$ cat src/rtl/pc_fetch.sv
// Instruction fetch unit: requests the word at pc, registers it, and retires it
// once downstream accepts, choosing the next pc from jump / branch / sequential.
// Optional retired-instruction counter enabled by defining PC_RETIRE_CNT_EN.
module pc_fetch #(
   parameter logic [31:0] RESET_PC = 32'h0000_0000
) (
   input  logic        clk,
   input  logic        rst_n,
   input  logic        sel5,
   input  logic        jump,
   input  logic [31:0] imm,
   input  logic [25:0] jaddr,
   input  logic        stall,
   output logic        imem_req,
   output logic [31:0] imem_addr,
   input  logic        imem_ack,
   input  logic [31:0] imem_rdata,
   output logic [31:0] instr,
   output logic        instr_valid,
   output logic [31:0] pc,
   output logic [31:0] pc_plus4,
   output logic [31:0] icount
);

   // state | meaning
   // IDLE  | single cycle after reset release, no request issued
   // REQ   | imem_req high at imem_addr = pc, waiting for imem_ack
   // EXEC  | instr valid; held while stall, retired when stall drops
   typedef enum logic [1:0] {
      IDLE = 2'd0,
      REQ  = 2'd1,
      EXEC = 2'd2
   } state_t;

   state_t      state, state_nxt;
   logic [31:0] pc_r, pc_nxt;
   logic [31:0] instr_r, instr_nxt;
   logic        valid_r, valid_nxt;
   logic [31:0] br_off;
   logic [31:0] next_pc;

   assign pc_plus4 = pc_r + 32'd4;
   assign br_off   = imm << 2;

   always_comb begin
      next_pc = pc_plus4;
      if (jump) begin
         next_pc = {pc_plus4[31:28], jaddr, 2'b00};
      end else if (sel5) begin
         next_pc = pc_plus4 + br_off;
      end
   end

   always_comb begin
      state_nxt = state;
      pc_nxt    = pc_r;
      instr_nxt = instr_r;
      valid_nxt = valid_r;
      case (state)
         IDLE: begin
            state_nxt = REQ;
         end
         REQ: begin
            if (imem_ack) begin
               instr_nxt = imem_rdata;
               valid_nxt = 1'b1;
               state_nxt = EXEC;
            end
         end
         EXEC: begin
            // stall freezes everything; branch/jump inputs only matter on retire
            if (!stall) begin
               pc_nxt    = next_pc;
               valid_nxt = 1'b0;
               state_nxt = REQ;
            end
         end
         default: begin
            state_nxt = IDLE;
         end
      endcase
   end

   always_ff @(posedge clk) begin
      if (!rst_n) begin
         state   <= IDLE;
         pc_r    <= RESET_PC;
         instr_r <= 32'd0;
         valid_r <= 1'b0;
      end else begin
         state   <= state_nxt;
         pc_r    <= pc_nxt;
         instr_r <= instr_nxt;
         valid_r <= valid_nxt;
      end
   end

   // request and address come straight from registered state, so there is no
   // combinational path from rst_n or imem_ack to the memory port
   assign imem_req    = (state == REQ);
   assign imem_addr   = pc_r;
   assign pc          = pc_r;
   assign instr       = instr_r;
   assign instr_valid = valid_r;

`ifdef PC_RETIRE_CNT_EN
   logic        retire;
   logic [31:0] icount_r;

   assign retire = (state == EXEC) && !stall;

   always_ff @(posedge clk) begin
      if (!rst_n) begin
         icount_r <= 32'd0;
      end else if (retire) begin
         icount_r <= icount_r + 32'd1;
      end
   end

   assign icount = icount_r;
`else
   assign icount = 32'd0;
`endif

endmodule

$ cat config.mk
export PLATFORM = sky130hd
export DESIGN_NAME = pc_fetch
export DESIGN_NICKNAME = d
export VERILOG_FILES = /design/src/rtl/pc_fetch.sv
export SDC_FILE = /design/constraint.sdc
export NUM_CORES = 1
export LEC_CHECK = 0
export ABC_AREA = 1
export CORE_ASPECT_RATIO = 0.9
export CORE_MARGIN = 3
export CORE_UTILIZATION = 48
export DETAILED_ROUTE_END_ITERATION = 12
export GPL_TIMING_DRIVEN = 1
export PLACE_DENSITY_LB_ADDON = 0.3
export SLEW_MARGIN = 0
export SYNTH_ARGS = -nofsm -noshare
export SYNTH_HDL_FRONTEND = slang
export SYNTH_SLANG_ARGS = --single-unit
$ cat constraint.sdc
create_clock -name clk -period 6.45 [get_ports clk]
set_input_delay 1.29 -clock clk [delete_from_list [all_inputs] [get_ports clk]]
set_output_delay 1.29 -clock clk [all_outputs]
set_load 0.01 [all_outputs]
==> impl_metrics.py <==
metrics = {
    "outcome": {
        "status": "finished clean",
    },
    "worst_setup_path": {
        "critical_path_buf_inv_count": 1,
        "critical_path_required_ns": 5.16,
        "critPathArrivalTime_ns": 2.93,
        "path_common_cell": "nor2_2",
        "cp_slowest_cell": "clkdlybuf4s50_1",
        "crit_path_max_fanout": 5,
        "crit_start": "imem_addr[2]$_SDFFE_PN0P_",
        "critPathTopFamily": "simple AND/OR/NAND/NOR gates",
        "r2r_start": "imem_addr[2]$_SDFFE_PN0P_",
        "cp_cell_sequence": "ha_1 -> nand3_2 -> nor2_2 -> nand2_2 -> nor2_2 -> xor2_1 -> clkdlybuf4s50_1",
        "startpoint_type": "flop",
        "cp-end-kind": "output pin",
        "reg2reg_slack_ns": 2.69,
        "worstSetupPathType": "flop to output pin",
        "max_stage_delay_ns": 0.63,
    },
    "finish": {
        "areaGrowthSynthToFinish_pct": 34.6,
        "n_antenna_cell": 0,
        "final_area_um2": 8630,
        "fin_util_pct": 67.0,
        "fin_nets": 1377,
        "layout_commonest_cell": "nand2_1",
        "drive_above_1_share_pct": 5.05,
        "fin_cells": 1412,
        "final_cell_mix": "nand2_1 (289), clkdlybuf4s50_1 (217), inv_1 (148)",
    },
    "grt": {
        "grt_usage_pct": 29.3,
        "grt_max_degree": 40,
        "grt.overflow.total": 0,
        "grt_pass1_wl_um": 34400,
        "grt_pass1_vias": 6649,
        "antenna_found_initial": 0,
    },
    "clock_network": {
        "worstSkewPairLatency_ns": 0.33,
        "cts.sinks": 65,
        "root_buffer": "clkbuf_16",
        "clkTransAtPathRegs_ns": 0.05,
        "clockBufferDepth": 2,
        "cts_setup_buffers": 0,
        "cts_tree": "built",
        "ctsHoldBuffers": 0,
        "numCtsBuffers": 9,
        "cts_resized": 0,
        "cts_htree_levels": 3,
    },
    "floorplanning": {
        "die_h_um": 116,
        "die_w_um": 128,
        "initial_core_util_pct": 49.8,
        "rows": 39,
        "core_area_um2": 12900,
        "ios": 258,
        "die_area_um2": 14800,
    },
    "synthesis": {
        "synth_flop_cell": "dfxtp_1",
        "synth_seq_cells": 65,
        "postSynth.asyncResetShare_pct": 0,
        "syn_inst": 1069,
        "synthDistinctLibCells": 43,
        "yosys_warnings": 0,
        "synth_edf_count": 0,
        "syn_avg_cell_area_um2": 6.00,
        "syn-cell-area_um2": 6410,
        "synth_seq_area_share_pct": 20.3,
    },
    "power_and_ir_drop": {
        "leakage_nw": 4.14,
        "power_mw": 1.21,
        "p_per_area_nw_per_um2": 141,
        "peakVddDrop_mv": 0.194,
    },
    "place": {
        "dpl_cell_area_um2": 8350,
        "gp_congestion": 0.993,
        "placedCellCount": 1397,
        "dp_hpwl_um": 17900,
        "port_buffers": 217,
    },
    "flow_run": {
        "maxCapViolCount": 0,
    },
    "sta": {
        "maxSlewHeadroom_pct": 24.7,
        "period_needed_ns": 4.22,
        "rsz0062_at_grt": "no",
        "fin_crit_sh_pct": 65.5,
        "fin_setup_tns_ns": 0,
        "finalHoldViolCount": 0,
        "setup_viol": 0,
        "fin_skew_ns": 0.00222,
        "max_slew.worst_pin.slew_ns": 1.13,
        "max_freq_mhz": 237,
        "maxSlewViolCount": 0,
    },
    "detailed_routing": {
        "route.detailed.drc": 0,
        "first_pass_iters": 5,
        "vias": 7442,
        "drt-total-wl_um": 22400,
        "antenna_left": 0,
        "avgViaCountPerCell": 5.27,
        "initialDrtViolationCount": 691,
        "wl_per_cell_um": 15.9,
    },
    "min_path": {
        "holdCritStartpoint": "instr[9]$_SDFFE_PN0P_",
        "hp-class": "flop to flop",
    },
}
==> final timing paths <==
kind,end,cells past startpoint
max reg2reg,imem_addr[30]$_SDFFE_PN0P_,17
min reg2reg,instr[9]$_SDFFE_PN0P_,2
min,instr[9]$_SDFFE_PN0P_,2
max,pc_plus4[12],7
==> through the flow <==
stage / setup slack (ns) / hold slack, ns
2_1_floorplan: 3.53 / 0.486
6_report: 2.23 / 0.458
3_5_place_dp: 2.62 / 0.451
5_1_grt: 2.13 / 0.474
3_3_place_gp: 2.66 / 0.448
4_1_cts: 2.25 / 0.459
==> state kept, by name, indices dropped and copies added, names as in the netlist <==
signal and cells:
state 2, instr 32, instr_valid 1, imem_addr 30
==> per-layer routing <==
metal / up-vias / global-route usage (%) / part of all wire (%)
met1: 3307 / 42.0 / 45
met3: 53 / 5.71 / 8.6
met2: 396 / 43.9 / 43
met4: 0 / 10.5 / 3.1
li1: 3686 / - / -
met5: - / 0 / 0
==> layout make-up <==
cell class,count,area (um^2)
fill,1221,4250
multi-input combinational,797,4080
timing repair buffer,223,2220
clock inverter,4,45.0
sequential,65,1300
clock buffer,11,233
tap,164,205
inverter,148,556
==> cell families (layout without fill, tap and decap cells) <==
kind of cell / Yosys count / in the layout / synth area share, %
adder cells (fa/ha/maj): 37 / 37 / 7.33
buffers and inverters: 244 / 386 / 18.4
XOR/XNOR: 16 / 16 / 2.54
flip-flops: 65 / 65 / 20.3
AO/OA/AOI/OAI: 182 / 182 / 15.4
other: 1 / 38 / 0.0585
AND/OR/NAND/NOR: 524 / 524 / 36.0
==> worst min-delay path, delay by kind of cell (launching register included) <==
| kind | cells | cell delay, ns |
|---|---|---|
| flip-flops | 1 | 0.30 |
| AND/OR/NAND/NOR | 1 | 0.06 |
| AO/OA/AOI/OAI | 1 | 0.05 |
==> synth_stat cells, drive strengths merged, types with 2 or more instances <==
cell type    n  share of area, %
a22oi        2              0.23
nor2        77               5.3
a221oi       2              0.27
nor3        16               1.5
dfxtp       65                20
o21bai       6              0.70
nand3      107               8.5
a31oi        4              0.39
o21ai       44               3.4
a21oi      114               9.1
inv        148               8.7
nand4       11               1.1
and2         6              0.62
xor2        14               2.1
ha          36               7.0
a21o         5              0.59
or2          7              0.68
clkbuf      25               1.5
buf         71               8.3
xnor2        2              0.39
o221ai       2              0.27
nand2      299                18
==> report_power, final <==
group	leakage (nW)	switching, mW	internal, mW	total (mW)
Sequential	0.528	0.0167	0.418	0.435
Clock	0.139	0.168	0.295	0.463
Combinational	3.47	0.170	0.147	0.317
(Power assumes the default switching activity.)
